$ cat config.mk
export PLATFORM = sky130hd
export DESIGN_NAME = wb_regfile
export DESIGN_NICKNAME = d
export VERILOG_FILES = /design/src/rtl/wb_regfile.sv
export SDC_FILE = /design/constraint.sdc
export NUM_CORES = 2
export LEC_CHECK = 0
export ABC_CLOCK_PERIOD_IN_PS = 2450
export BUFFER_PORTS_ARGS = -buffer_cell sky130_fd_sc_hd__buf_4
export CORE_UTILIZATION = 57
export CTS_CLUSTER_DIAMETER = 200
export CTS_CLUSTER_SIZE = 14
export DETAILED_ROUTE_END_ITERATION = 10
export GPL_ROUTABILITY_DRIVEN = 0
export PLACE_DENSITY_LB_ADDON = 0.08
export RECOVER_POWER = 25
export SYNTH_ARGS = -nofsm -noshare
export SYNTH_HDL_FRONTEND = slang
export SYNTH_SLANG_ARGS = --single-unit
$ cat constraint.sdc
create_clock -name clk -period 2.45 [get_ports clk]
set_input_delay 0.1225 -clock clk [delete_from_list [all_inputs] [get_ports clk]]
set_output_delay 0.1225 -clock clk [all_outputs]
set_load 0.03 [all_outputs]
$ cat src/rtl/wb_regfile.sv
// Write-back stage fused with the 32x32 GPR file: write-back select, commit,
// two ID read ports with same-cycle write-through bypass, and a retired-instruction counter.
module wb_regfile #(
  parameter logic [31:0] SP_INIT = 32'h0000_2ffc,
  parameter logic [31:0] GP_INIT = 32'h0000_1800
) (
  input  logic        clk,
  input  logic        rst,
  input  logic        regWrite,
  input  logic [1:0]  memToReg,
  input  logic [4:0]  writeDataReg,
  input  logic [31:0] aluResult,
  input  logic [31:0] readData,
  input  logic [29:0] fourPC,
  input  logic [31:0] instruction,
  input  logic [4:0]  readReg1,
  input  logic [4:0]  readReg2,
  output logic [31:0] readData1,
  output logic [31:0] readData2,
  output logic [31:0] wbData,
  output logic [31:0] retireCount,
  input  logic [4:0]  dbgReg,
  output logic [31:0] dbgData
);

  // $0 has no storage; index 0 is never addressed in the array
  logic [31:0] regs_r [1:31];
  logic [31:0] retire_count_r;
  logic [31:0] wb_data_s;
  logic [31:0] rd1_s;
  logic [31:0] rd2_s;
  logic [31:0] dbg_s;
  logic        commit_s;

  // Write-back source select; the reserved encoding falls back to the ALU result
  always_comb begin
    wb_data_s = 32'h0000_0000;
    case (memToReg)
      2'b00:   wb_data_s = aluResult;
      2'b01:   wb_data_s = readData;
      2'b10:   wb_data_s = {fourPC, 2'b00};
      default: wb_data_s = aluResult;
    endcase
  end

  // Commit qualifier; reset suppresses both the write and the bypass
  always_comb begin
    commit_s = regWrite && (writeDataReg != 5'd0) && !rst;
  end

  // Read port 1 with write-through bypass
  always_comb begin
    rd1_s = 32'h0000_0000;
    if (readReg1 == 5'd0) begin
      rd1_s = 32'h0000_0000;
    end else if (commit_s && (writeDataReg == readReg1)) begin
      rd1_s = wb_data_s;
    end else begin
      rd1_s = regs_r[readReg1];
    end
  end

  // Read port 2 with write-through bypass
  always_comb begin
    rd2_s = 32'h0000_0000;
    if (readReg2 == 5'd0) begin
      rd2_s = 32'h0000_0000;
    end else if (commit_s && (writeDataReg == readReg2)) begin
      rd2_s = wb_data_s;
    end else begin
      rd2_s = regs_r[readReg2];
    end
  end

  // Debug port shows committed state only
  always_comb begin
    dbg_s = 32'h0000_0000;
    if (dbgReg == 5'd0) begin
      dbg_s = 32'h0000_0000;
    end else begin
      dbg_s = regs_r[dbgReg];
    end
  end

  // Register array: reset image, then commits
  always_ff @(posedge clk) begin
    if (rst) begin
      for (int i = 1; i < 32; i++) begin
        regs_r[i] <= 32'h0000_0000;
      end
      regs_r[28] <= GP_INIT;
      regs_r[29] <= SP_INIT;
    end else if (commit_s) begin
      regs_r[writeDataReg] <= wb_data_s;
    end
  end

  // Retired-instruction counter; NOP words do not count, wraps silently
  always_ff @(posedge clk) begin
    if (rst) begin
      retire_count_r <= 32'h0000_0000;
    end else if (instruction != 32'h0000_0000) begin
      retire_count_r <= retire_count_r + 32'h0000_0001;
    end
  end

  assign wbData      = wb_data_s;
  assign readData1   = rd1_s;
  assign readData2   = rd2_s;
  assign dbgData     = dbg_s;
  assign retireCount = retire_count_r;

endmodule

* After elaboration in Yosys (flattened, before gate mapping) *
Memory sizes are Yosys's and may differ from the RTL's.
Index checks and enable logic that the tools add are counted.

operators by class
  add/sub/neg operators = 1
  equal/unequal tests = 4
  muxes and demuxes = 16
  reduce and logical (&&, ||, !) cells = 11
  bitwise logic cells = 2

operators with widths
  operator               count
  $mux 32                8
  $pmux 32 s2            1
  $add 32x1->32 const B  1
  $reduce_bool 32->1     1
  $reduce_or 32->1       1
  $logic_not 5->1        3
  $eq 5x5->1             2
  $mux 1                 6
  $mux 5                 1
  $reduce_bool 5->1      1
  $logic_and 1x1->1      4
  $eq 2x1->1 const B     1
  $eq 2x2->1 const B     1
  $or 1x1->1             2
  $logic_not 1->1        1

word-level totals
  logic and storage cells = 36
  output and inout bits = 160
  bits in writable memories = 992
  memories = 1
  bits in registers = 32

memory list
  name    words  bits a word  rd ports  clocked after Yosys merged registers in  wr ports  RTL line  source
  regs_r  31     32           3         0                                        31        27        logic [31:0] regs_r [1:31];

* Depth between registers and ports, before layout *
  word-level depth = 8
  mapped depth = 10
  gate-level depth less buffers = 7

* Worst setup path after synthesis *
OpenSTA, ideal clock, no wires.

  kind = in2reg
  from = input rst
  to = memory regs_r[20][0], enable pin
  setup time = 0.394 ns
  stages = 5
  path buffers = 1
  path slack = 0.129 ns
  arrival = 1.927 ns
  cells stage by stage = buf_2 nor2b_4 nor4b_2 nand2_1 nand2b_1

RTL lines
  what                RTL line  source
  start: declaration  8         input logic rst,
  end: declaration    27

==> results.toml <==
[worst_hold_path]
hold-path-cell-count = 4
hp-start = "readData[19]"
hp-class = "in2reg"
hold_end = "regs_r[20][19]$_SDFFCE_PN0P_"

[timing]
rsz0062_at_grt = "yes"
worst_pin_slew_ns = 1.988
slew_viol_final = 331
setup_violations = 307
post-route-min-period_ns = 2.875
fin_skew_ns = 0.01112
fin_crit_sh = 1.173
timing_hold_violations_final = 0
fin_ws_ns = -0.4246
slew_headroom = -0.3256
hold_slack_ns = 0.007913
timing.fmax_mhz = 347.9

[yosys]
netlist-cell-type-count = 59
synth-main-ff-cell = "edfxtp_1"
netlist_instances = 4588
synth_area_leaders = "edfxtp_1, mux4_2, nor2_1"
async_reset_ff_frac = 0
synth_area_um2 = 62800
ys_warn_count = 0
synth.avg_cell_area_um2 = 13.69
synth_edf_count = 1024
synth-seq-area-share = 0.4998
synth_seq_cells = 1056
yosysTopAreaCell = "edfxtp_1"
synth_top_area_frac = 0.4896

[detailed_routing]
vias = 50642
ant_nets = 0
drtIter0Drc = 9657
post_drt_wl_per_cell_um = 40.12
dr.pass1.iters = 6
route.detailed.drc = 0
drt_wl_total_um = 260100
routed_via_density = 7.812

[cts]
cts_buffer_depth = 3
cts_max_level = 3
cts_buffers = 85
cts_sinks = 1056
path_clk_slew_ns = 0.07
clock-root-buffer = "clkbuf_16"
cts_tree = "yes"
clk_latency_ns = 0.72

[power_and_ir_drop]
power_leakage_nw = 26.40
powerDensity_nw_per_um2 = 610.4
finalPower_w = 0.04561
ir_drop_v = 0.0006262

[critical_path]
cp.required_ns = 2.33
r2r_cells = 6
r2r_slack_ns = 0.29
critical_path_class = "reg2out"
critPathMaxFanout = 3
end_kind = "primary output"
r2r_start = "retireCount[11]$_SDFFE_PP0P_"
cp-start-kind = "flop"
reg2reg_to = "retireCount[31]$_SDFFE_PP0P_"
worstPathArrival_ns = 2.75

[cells_and_area]
drive_above_1_share = 0.3968
area_delta_synth_final_pct = 18.98
final_util = 0.6855
finalNonFillerCells = 6483
layout.nets = 5202

[global_routing]
grt_pass1_vias = 48183
grt.total_usage = 0.4645
overflow = 0
grt_pass1_wl_um = 358100
grt_max_degree = 63
grt_antenna_before_repair = 12

[placement]
place_inst = 6309
dp_slack_ns = -0.3686
hpwl_um = 162500
io_buffer_count = 310

[die]
ios = 311
fp.dieH_um = 333.9
start_util = 0.5761
die-area_um2 = 111500
die_x_um = 333.9
rows = 121
core-area_um2 = 109000

[run_status]
status = "finished with violations"
violations = "max-capacitance violations, max-slew violations, negative setup slack"

[run]
drv_cap = 10
-- metal layers --
layer  up-vias  global-route usage  routed length, µm
met2      5416              0.6664             110700
met4        12              0.3011              21300
met3      1285              0.1825              45740
li1      18953                   -                  -
met5         -            0.003040                131
met1     24976              0.5888              82220
-- critical path: stages, from the launching register on --
cell and delay (ns):
edfxtp_1 0.42, mux4_2 0.50, o22ai_2 0.19, buf_4 0.15
nor3_2 0.05, nor3_4 0.46, a211oi_2 0.06, buf_4 0.20
-- through the flow --
step                      cell area, µm²  TNS, ns
after floorplan                    62920        0
after global placement             70830   -1.085
after detailed placement           70830   -1.112
after CTS                          74910   -14.32
after global routing               74710   -24.28
final                              74720   -34.32
-- cells in the final DEF, fill, tap and decap left out, types with 21 or more instances in the layout --
master | synthesis | routed
buf_6 | 21 | 77
inv_1 | 76 | 58
mux4_2 | 710 | 710
o21ai_2 | 0 | 47
nor3_2 | 3 | 41
buf_4 | 46 | 546
a21oi_1 | 50 | 49
nand2_2 | 0 | 43
a211oi_2 | 27 | 29
o22ai_2 | 0 | 27
a221o_1 | 64 | 64
nand2_1 | 89 | 41
o22a_1 | 30 | 30
dfxtp_1 | 32 | 32
a22oi_1 | 35 | 33
o22ai_1 | 122 | 79
conb_1 | 1 | 32
dlygate4sd3_1 | 0 | 37
mux2i_1 | 196 | 196
buf_12 | 0 | 132
o21ai_4 | 0 | 24
nor4_1 | 35 | 21
nor2_1 | 1056 | 1048
o211ai_1 | 62 | 62
nor3_1 | 77 | 24
a221oi_1 | 34 | 28
clkbuf_4 | 2 | 21
o21a_1 | 31 | 29
clkbuf_2 | 1 | 31
mux2_2 | 50 | 50
edfxtp_1 | 1024 | 1024
clkbuf_16 | 0 | 88
-- logic make-up (layout without fill, tap and decap cells) --
logic type | count (synthesis) | in the layout | share of synthesized area
multiplexers | 956 | 956 | 0.2948
XOR/XNOR | 23 | 23 | 0.003208
other | 1 | 38 | 0.00005971
buffers and inverters | 595 | 1039 | 0.04291
AND/OR/NAND/NOR | 1363 | 1363 | 0.09037
flip-flops | 1056 | 1056 | 0.4998
AO/OA/AOI/OAI | 591 | 591 | 0.06818
adder cells (fa/ha/maj) | 3 | 3 | 0.0005978
-- cells in the mapped netlist (all sizes together), types with 62 or more instances --
cell	count
edfxtp	1024
nor3	80
o211ai	62
o21ai	108
nand2	89
buf	177
nor2	1056
a221o	64
mux4	710
inv	76
o22ai	122
clkbuf	342
mux2i	196
-- worst max path at each step --
stage	start	end	slack, ns	cells past startpoint
6_report	regs_r[27][15]$_SDFFCE_PN0P_	readData2[15]	-0.42	7
5_1_grt	regs_r[27][15]$_SDFFCE_PN0P_	readData2[15]	-0.43	7
4_1_cts	regs_r[27][15]$_SDFFCE_PN0P_	readData2[15]	-0.32	7
3_5_place_dp	regs_r[27][15]$_SDFFCE_PN0P_	readData2[15]	-0.37	8
3_3_place_gp	regs_r[24][15]$_SDFFCE_PN0P_	readData2[15]	-0.33	8
2_1_floorplan	rst	regs_r[20][0]$_SDFFCE_PN0P_	0.13	5
-- what timing repair did --
action / CTS / global route
pin swaps: 85 / 71
gates resized for setup: 306 / 85
endpoints found under the hold margin: 149 / 0
buffers inserted: 44 / 6
setup endpoints to repair: 96 / 97
cloned: 0 / 0
hold buffers: 38 / 0
-- state kept, by name, summed over array words and instances, names as in the netlist --
| name | cells |
|---|---|
| retireCount | 32 |
| regs_r | 1024 |
-- area by class of cell --
| cell class | count | area, µm² |
|---|---|---|
| Timing Repair Buffer | 861 | 8433 |
| Tap cell | 1414 | 1769 |
| Sequential cell | 1056 | 31390 |
| Multi-Input combinational cell | 2968 | 30540 |
| Clock inverter | 5 | 51.30 |
| Fill cell | 7702 | 34280 |
| Clock buffer | 97 | 2236 |
| Inverter | 76 | 285.3 |
| Antenna cell | 6 | 15.01 |
-- report_power, final --
part	switching, W	internal (W)
sequential	0.000792	0.0208
clock	0.00661	0.00641
combinational	0.00629	0.00469
Power figures use the tool's default switching activity.
